$ cat src/rtl/bus_initiator.sv
// Single-outstanding peripheral bus initiator: accepts one core load/store, strobes bus_we once,
// waits WAIT_CYCLES bus cycles, samples read data, then pulses resp_valid for one cycle.
module bus_initiator #(
    parameter int unsigned WAIT_CYCLES = 1,
    parameter int unsigned AW          = 16,
    parameter int unsigned DW          = 16
) (
    input  logic          clk,
    input  logic          rst,
    input  logic          req_valid,
    output logic          req_ready,
    input  logic          req_we,
    input  logic [AW-1:0] req_addr,
    input  logic [DW-1:0] req_wdata,
    output logic          resp_valid,
    output logic          resp_we,
    output logic [DW-1:0] resp_rdata,
    output logic [AW-1:0] bus_addr,
    output logic [DW-1:0] bus_wdata,
    output logic          bus_we,
    input  logic [DW-1:0] bus_rdata,
    output logic [1:0]    dbg_state
);

    if (WAIT_CYCLES > 15) begin : g_wait_check
        $error("bus_initiator: WAIT_CYCLES must be in 0..15");
    end

    typedef enum logic [1:0] {
        S_IDLE  = 2'd0,
        S_SETUP = 2'd1,
        S_WAIT  = 2'd2,
        S_RESP  = 2'd3
    } state_t;

    localparam logic [3:0] WAIT_LAST = (WAIT_CYCLES == 0) ? 4'd0 : 4'(WAIT_CYCLES - 1);

    state_t        state_q, state_d;
    logic [3:0]    cnt_q, cnt_d;
    logic          we_q, we_d;
    logic [AW-1:0] addr_q, addr_d;
    logic [DW-1:0] wdata_q, wdata_d;
    logic [DW-1:0] rdata_q, rdata_d;

    // Handshake: a request transfers on a rising edge where req_valid && req_ready; req_ready is
    // high only in IDLE, so requests presented while busy simply wait and are never queued.
    always_comb begin
        state_d = state_q;
        cnt_d   = cnt_q;
        we_d    = we_q;
        addr_d  = addr_q;
        wdata_d = wdata_q;
        rdata_d = rdata_q;
        case (state_q)
            S_IDLE: begin
                if (req_valid) begin
                    we_d    = req_we;
                    addr_d  = req_addr;
                    wdata_d = req_wdata;
                    state_d = S_SETUP;
                end
            end
            S_SETUP: begin
                cnt_d = 4'd0;
                if (WAIT_CYCLES == 0) begin
                    if (!we_q) begin
                        rdata_d = bus_rdata;
                    end
                    state_d = S_RESP;
                end else begin
                    state_d = S_WAIT;
                end
            end
            S_WAIT: begin
                if (cnt_q == WAIT_LAST) begin
                    if (!we_q) begin
                        rdata_d = bus_rdata;
                    end
                    state_d = S_RESP;
                end else begin
                    cnt_d = cnt_q + 4'd1;
                end
            end
            S_RESP: begin
                state_d = S_IDLE;
            end
            default: begin
                state_d = S_IDLE;
            end
        endcase
    end

    always_ff @(posedge clk) begin
        if (!rst) begin
            state_q <= S_IDLE;
            cnt_q   <= 4'd0;
            we_q    <= 1'b0;
            addr_q  <= '0;
            wdata_q <= '0;
            rdata_q <= '0;
        end else begin
            state_q <= state_d;
            cnt_q   <= cnt_d;
            we_q    <= we_d;
            addr_q  <= addr_d;
            wdata_q <= wdata_d;
            rdata_q <= rdata_d;
        end
    end

    // Strobe decoded from the registered state so it can only ever last the single SETUP cycle.
    assign req_ready  = (state_q == S_IDLE);
    assign bus_we     = (state_q == S_SETUP) && we_q;
    assign resp_valid = (state_q == S_RESP);
    assign resp_we    = (state_q == S_RESP) && we_q;
    assign resp_rdata = rdata_q;
    assign bus_addr   = addr_q;
    assign bus_wdata  = wdata_q;
    assign dbg_state  = state_q;

endmodule

$ cat config.mk
export PLATFORM = sky130hd
export DESIGN_NAME = bus_initiator
export DESIGN_NICKNAME = d
export VERILOG_FILES = /design/src/rtl/bus_initiator.sv
export SDC_FILE = /design/constraint.sdc
export NUM_CORES = 1
export LEC_CHECK = 0
export CELL_PAD_IN_SITES_DETAIL_PLACEMENT = 1
export CELL_PAD_IN_SITES_GLOBAL_PLACEMENT = 1
export CORE_ASPECT_RATIO = 0.5
export CORE_MARGIN = 8
export CORE_UTILIZATION = 26
export DETAILED_ROUTE_END_ITERATION = 10
export PLACE_DENSITY = 0.86
export SKIP_LAST_GASP = 1
export SYNTH_ARGS = -nofsm -noshare
export SYNTH_HDL_FRONTEND = slang
export SYNTH_SLANG_ARGS = --single-unit
$ cat constraint.sdc
create_clock -name clk -period 1.6 [get_ports clk]
set_input_delay 0.4 -clock clk [delete_from_list [all_inputs] [get_ports clk]]
set_output_delay 0.4 -clock clk [all_outputs]
set_load 0.005 [all_outputs]
# After elaboration in Yosys (flattened, before gate mapping)
# Index checks and enable logic that the tools add are counted.
# totals
ff_bits	55
input_bits	52
out_inout_bits	54
# classes
add_sub_neg	1
n_eq_ne	6
n_mux	5
bitwise_logic	1
n_reduce_logical	9
# op_table
operator	count
one-hot mux 2 bit (4 select lines)	1
one-hot mux 4 bit (2 select lines)	1
!= test 2 bit (second input constant)	3
AND reduction 2 bit	3
adder 4 x 1 -> 4 bit (second input constant)	1
== test 2 bit (second input constant)	2
logical NOT 4 bit	1
two-way mux 2 bit	2
two-way mux 4 bit	1
AND reduction 3 bit	1
== test 2 x 1 -> 1 bit (second input constant)	1
logical AND 1 bit	2
logical NOT 2 bit	1
nonzero test 2 bit	1
NOT 1 bit	1

# Longest topological paths before layout
# Gate-level depths: netlist (run 1).
# logic_depth
ltp_word	3
ltp_mapped	7

# Least setup slack after synthesis (run 1)
# OpenSTA, ideal clock, no wires.
# synth_timing
path_kind	register to register
from	reg state_q[0], in the netlist dbg_state[0]
to	reg rdata_q[10], in the netlist resp_rdata[10]
setup_time_ps	72
arrival_ps	1610
required_time_ps	1528
slack_ps	-82
stages_incl_launch_ff	7
n_path_buf	1
synth_period_minus_slack_ps	1682
path_cell_list	dfxtp_1 -> inv_1 -> ha_1 -> inv_2 -> nor4_4 -> buf_6 -> mux2i_1
# synth_via
elab_chain_len	2
# synth_lines
item	line_no	text
from (decl)	38	state_t state_q, state_d;
from (signal assigned)	102	state_q <= state_d;
== test 2 bit	54	case (state_q)
AND reduction 3 bit (no line)	n/a	
to (signal assigned)	107	rdata_q <= rdata_d;
to (decl)	43	logic [DW-1:0] rdata_q, rdata_d;
# No other way between the ends.
# A chain may end at the register's enable or synchronous reset.

# Final worst setup path (run 1)
# layout_timing
from	reg state_q[0], in the netlist dbg_state[0]
to	out resp_we
# layout_via
elab_chain_len	2
# layout_lines
item	line_no	text
== test 2 bit	115	assign resp_we = (state_q == S_RESP) && we_q;
logical AND 1 bit	115	
to (decl)	16	output logic resp_we,
# No other way between the ends.

==> flow_summary_export.csv, run 1 <==
group,metric,value,unit
critical_path,critPathLaunch,"dbg_state[0]",
timing,fmax,0.638,GHz
timing,finalSetupViolations,0,
global_route,grt_pass1_vias,2363,
power,totalPowerFinal,4970,uW
logic_synthesis,synth_warnings,0,
power,power_density,1350,nW/um2
die,dieWidth,147,um
global_route,grt_pass1_wl,12000,um
cts,cts_made_buffers,5,
critical_path,worstPathArrival,1170,ps
cts,numClockSinks,55,
global_route,overflow,0,
die,coreArea,8530,um2
critical_path,rr_startpoint,"dbg_state[1]",
route,ant_nets,0,
logic_synthesis,synth_ff_type,"dfxtp_1",
power,p_leak,0.00149,uW
cells_and_area,layout-drive-gt1-share,0.0894,
route,vias_per_cell,4.33,
global_route,antenna_found_initial,0,
critical_path,critPathSlowestCell,"dfxtp_2",
power,max-vdd-ir-drop,0.449,mV
logic_synthesis,synth_top_area_share,0.492,
critical_path,worstRegToRegCells,7,
timing,skew,4.51,ps
timing,slew_violations,0,
logic_synthesis,ys_types,24,
logic_synthesis,avgSynthCellArea,8.60,um2
placed_design,portBuffers,105,
job,maxCapViolCount,0,
die,io-pin-count,106,
die,initial_core_util,0.262,
cts,clockBufferDepth,2,
critical_path,path_buf_inv,1,
cells_and_area,fin_util,0.431,
critical_path,max_stage_delay,340,ps
worst_hold_path,min_from,"resp_rdata[12]",
critical_path,worstSetupPathType,"reg -> out",
cells_and_area,fin_cells,486,
global_route,gr-usage-all-layers,0.124,
logic_synthesis,seq_area_frac_synth,0.492,
cells_and_area,n_antenna_cell,0,
cells_and_area,nFillCells,989,
logic_synthesis,synth_commonest_cells,"nand2_1 (105), dfxtp_1 (55), a21boi_0 (34), mux2i_1 (17), clkbuf_1 (13)",
cts,cts_root_buffer,"clkbuf_16",
die,die_h,81.6,um
logic_synthesis,yosysMostFrequentCell,"nand2_1",
timing,finalCriticalPeriod,1570,ps
critical_path,worst-path-stages,3,
logic_synthesis,netlist_area,2240,um2
logic_synthesis,synthTopCellsByArea,"dfxtp_1 (49%), nand2_1 (18%), a21boi_0 (11%)",
die,die_area,12000,um2
route,drt_iter0_markers,98,
logic_synthesis,synth_cells,260,
cts,cts_max_level,2,
die,rows,24,
timing,fin_crit_sh,0.980,
critical_path,required,1200,ps
placed_design,dp_cells,477,
critical_path,crit_chain,"ha_2, and2_1, clkdlybuf4s15_2",
worst_hold_path,hp-class,"reg -> reg",
critical_path,path_max_fanout,4,
cts,cts_tree,"yes",
timing,max-slew-margin-rel,0.809,
logic_synthesis,ys_ff_latch,55,
timing,hold_viol_final,0,
logic_synthesis,async_flop_share,0,
placed_design,gp_congestion,0.694,
timing,tightest_slew,284,ps
global_route,grt_max_degree,75,
cells_and_area,syn2layout_area_growth,64.5,%
critical_path,setup.worst_path.end_class,"output pin",
route,drc,0,
cells_and_area,layout.nets,426,
timing,rsz0062_at_grt,"yes",
worst_hold_path,min_path_cells,2,
outcome,outcome,"complete, no violations",
cts,clock_latency,290,ps
logic_synthesis,synth-edff-count,0,
timing,holdWs,459,ps
placed_design,dp_hpwl,5660,um
route,dr_total_vias,2104,
logic_synthesis,syn-num-nets,318,
critical_path,crit_family,"flip-flops",
logic_synthesis,yosys.area.top_type,"dfxtp_1",
route,wl_per_cell,15.4,um
cts,cts_hold_buf,0,
critical_path,critPathLaunchType,"flip-flop",
route,drt_first_pass_iters,4,
cts,clk_pin_slew,70,ps
route,routed_wl,7500,um
[metal layers]
metal | vias up | track usage | routed length, um
met5 | - | 0 | 0
li1 | 1054 | - | -
met1 | 1009 | 0.123 | 2890
met3 | 13 | 0.0209 | 147
met4 | 0 | 0.0474 | 159
met2 | 28 | 0.260 | 4300
[worst register-to-register path, stage by stage (launching register included)]
cell and delay (ps):
dfxtp_2 340, buf_4 110, buf_4 90, ha_2 250
inv_2 80, nor4_4 190, buf_12 210, mux2i_1 210
[report_power, final]
part           leakage [uW]  internal [uW]  switching [uW]
logic              0.000973           1160             950
registers          0.000450           1650             152
clock network     0.0000679            580             476
[cell type report]
class	instances	area [um2]	share of cell area
inverter	7	26.3	0.00714
multi-input combinational	182	1060	0.288
clock inverter	1	5.00	0.00136
timing repair buffer	117	1210	0.328
tap	117	146	0.0398
clock buffer	7	133	0.0361
sequential	55	1100	0.300
[cells by family (layout without fill, tap and decap cells)]
kind of cell	count (synthesis)	after routing	synth area share
simple gates	116	116	0.214
compound gates	43	43	0.142
fa+ha+maj	6	6	0.0336
buf+inv	23	132	0.0420
mux	17	17	0.0761
flops	55	55	0.492
[worst paths after layout]
path,endpoint,slack [ps]
worst min-delay path,resp_rdata[12],460
worst max register to register,resp_rdata[6],50
worst max-delay path,resp_we,30
worst min register to register,resp_rdata[12],460
[stage by stage]
| step | setup slack, ps | TNS, ps | area (um2) |
|---|---|---|---|
| floorplan | 22.2 | 0 | 2240 |
| global placement | -14.7 | -14.7 | 3510 |
| detailed placement | -119 | -1870 | 3510 |
| CTS | -141 | -141 | 3640 |
| global route | -55.9 | -447 | 3680 |
| finish | 31.9 | 0 | 3680 |
[registers in the layout, indices dropped and copies added, names as in the netlist]
signal,count
we_q,1
cnt_q,4
bus_addr,16
resp_rdata,16
bus_wdata,16
dbg_state,2
[timing repair]
action,CTS,global route
buffers inserted,0,1
resized for setup,16,15
setup endpoints to repair,14,30
[cell usage in the layout, fill, tap and decap left out, types with 2 or more instances in the layout]
master,instances
mux2i_1,17
nand2_1,104
o22ai_1,2
dfxtp_2,2
buf_12,5
dlymetal6s2s_1,7
clkbuf_1,2
clkbuf_16,5
a21boi_0,32
and2_1,3
ha_1,3
buf_2,2
dlygate4sd2_1,4
inv_1,6
ha_2,3
o21ai_0,3
clkdlybuf4s50_1,90
a21boi_1,2
buf_4,6
dfxtp_1,53
Note: power is estimated with default switching activity, not from simulation.
==> run 2: changes to the inputs <==
--- a/config.mk
+++ b/config.mk
@@ -10,9 +10,9 @@
 export CORE_ASPECT_RATIO = 0.5
 export CORE_MARGIN = 8
 export CORE_UTILIZATION = 26
+export CTS_BUF_LIST = sky130_fd_sc_hd__clkbuf_16
 export DETAILED_ROUTE_END_ITERATION = 10
 export PLACE_DENSITY = 0.86
-export SKIP_LAST_GASP = 1
 export SYNTH_ARGS = -nofsm -noshare
 export SYNTH_HDL_FRONTEND = slang
 export SYNTH_SLANG_ARGS = --single-unit
==> run 2 against run 1 <==
Compared with the run above: total power shrank 0.58%; non-clock buffer count shrank 1; sequential cell count is the same; global-route usage is essentially flat; setup slack gained 1.3 ps; via count grew 0.43%; critical path depth shrank 2; count of clock-buffer cells in the layout shrank 2; combinational power is essentially flat; sequential power is essentially flat; sequential share of layout area grew 0.13 points.
==> flow_summary_export.csv, run 2 (synthesis gave the netlist of run 1 again) <==
group,metric,value,unit
route,ant_nets,0,
die,initial_core_util,0.262,
timing,slew_violations,0,
critical_path,path_buf_inv,1,
critical_path,setup.worst_path.end_class,"output pin",
route,drt_iter0_markers,104,
power,power_density,1340,nW/um2
cells_and_area,syn2layout_area_growth,64.2,%
cts,cts_hold_buf,0,
cells_and_area,multiInputGateArea,1060,um2
cells_and_area,layout-drive-gt1-share,0.0924,
die,coreArea,8530,um2
critical_path,worstPathArrival,1170,ps
route,routed_wl,7480,um
placed_design,portBuffers,105,
cts,clock_latency,290,ps
cts,cts_tree,"yes",
timing,finalCriticalPeriod,1570,ps
worst_hold_path,hp-class,"reg -> reg",
timing,fmax,0.638,GHz
die,die_area,12000,um2
power,p_leak,0.00150,uW
critical_path,rrSetupSlack,90,ps
die,dieWidth,147,um
cells_and_area,final-seq-area,1110,um2
outcome,outcome,"complete, no violations",
global_route,grt_max_degree,75,
die,die_h,81.6,um
critical_path,critPathLaunchType,"flip-flop",
placed_design,gp_congestion,0.694,
timing,finalSetupViolations,0,
timing,fin_crit_sh,0.979,
cells_and_area,n_antenna_cell,0,
route,dr_total_vias,2113,
global_route,gr-usage-all-layers,0.124,
cts,clk_pin_slew,70,ps
placed_design,pre_cts_ws,-119,ps
cells_and_area,nFillCells,992,
timing,hold_viol_final,0,
cells_and_area,final_cell_mix,"nand2_1 (104), clkdlybuf4s50_1 (90), dfxtp_1 (53)",
timing,skew,4.12,ps
route,drc,0,
placed_design,dp_hpwl,5660,um
route,wl_per_cell,15.4,um
timing,layout_setup_ws,33.2,ps
cts,numClockSinks,55,
cts,clockBufferDepth,2,
critical_path,worstSetupPathType,"reg -> out",
job,maxCapViolCount,0,
timing,max-slew-margin-rel,0.807,
global_route,overflow,0,
power,totalPowerFinal,4940,uW
critical_path,crit_family,"buffers and inverters",
cts,cts_made_buffers,5,
cts,cts_max_level,2,
global_route,antenna_found_initial,0,
placed_design,dpl-instance-area,3510,um2
critical_path,max_stage_delay,520,ps
critical_path,critPathSlowestCell,"clkdlybuf4s50_1",
cts,cts_root_buffer,"clkbuf_16",
critical_path,crit_chain,"clkdlybuf4s50_1",
power,max-vdd-ir-drop,0.448,mV
critical_path,path_max_fanout,2,
critical_path,required,1200,ps
timing,tightest_slew,286,ps
global_route,grt_pass1_vias,2362,
cells_and_area,layout.nets,425,
cells_and_area,mostFrequentLayoutCell,"nand2_1",
route,vias_per_cell,4.36,
timing,rsz0062_at_grt,"no",
route,drt_first_pass_iters,4,
die,io-pin-count,106,
die,rows,24,
global_route,grt_pass1_wl,11900,um
cells_and_area,design_area,3670,um2
## run 2: stage by stage
stage,hold slack [ps],TNS (ps),instances,utilization
global placement,443,-14.7,477,0.411
finish,460,0,485,0.430
floorplan,451,0,260,-
detailed placement,455,-1870,477,0.411
CTS,464,0,485,0.427
global route,481,0,485,0.430
## run 2: worst paths after layout
| kind | startpoint | endpoint | depth (start not counted) |
|---|---|---|---|
| worst max-delay path | bus_addr[8] | bus_addr[8] | 1 |
| worst min register to register | resp_rdata[7] | resp_rdata[7] | 2 |
| worst max register to register | cnt_q[0] | resp_rdata[6] | 6 |
| worst min-delay path | resp_rdata[7] | resp_rdata[7] | 2 |
## run 2: power breakdown
part	switching (uW)	total, uW	internal, uW	leakage, uW
Clock	474	1040	567	0.0000762
Combinational	940	2080	1140	0.000971
Sequential	159	1810	1660	0.000450
## run 2: cell type report
cell class | instances | share of cell area
well taps | 117 | 0.0399
clock buffers | 5 | 0.0341
repair buffers | 116 | 0.325
multi-input cells | 182 | 0.289
flip-flops and latches | 55 | 0.301
clock inverters | 3 | 0.00341
inverters | 7 | 0.00716
## run 2: timing repair
item / in CTS / in global routing
buffers inserted: 0 / 0
pin swaps: 0 / 0
gates cloned: 0 / 0
gates resized for setup: 20 / 18
endpoints found under the setup margin: 14 / 31
## run 2: layer usage
metal	part of all wire	track usage	vias up	wire length (um)
li1	-	-	1054	-
met1	0.39	0.123	1024	2890
met2	0.58	0.260	24	4320
met3	0.018	0.0209	11	133
met4	0.019	0.0474	0	142
met5	0	0	-	0
## run 2: worst register-to-register path, cell delays in order, from the launching register on
cell and delay, ps:
dfxtp_1 340, inv_1 80, ha_1 170, nand2b_1 130, nor4_4 290, buf_12 210
mux2i_1 220
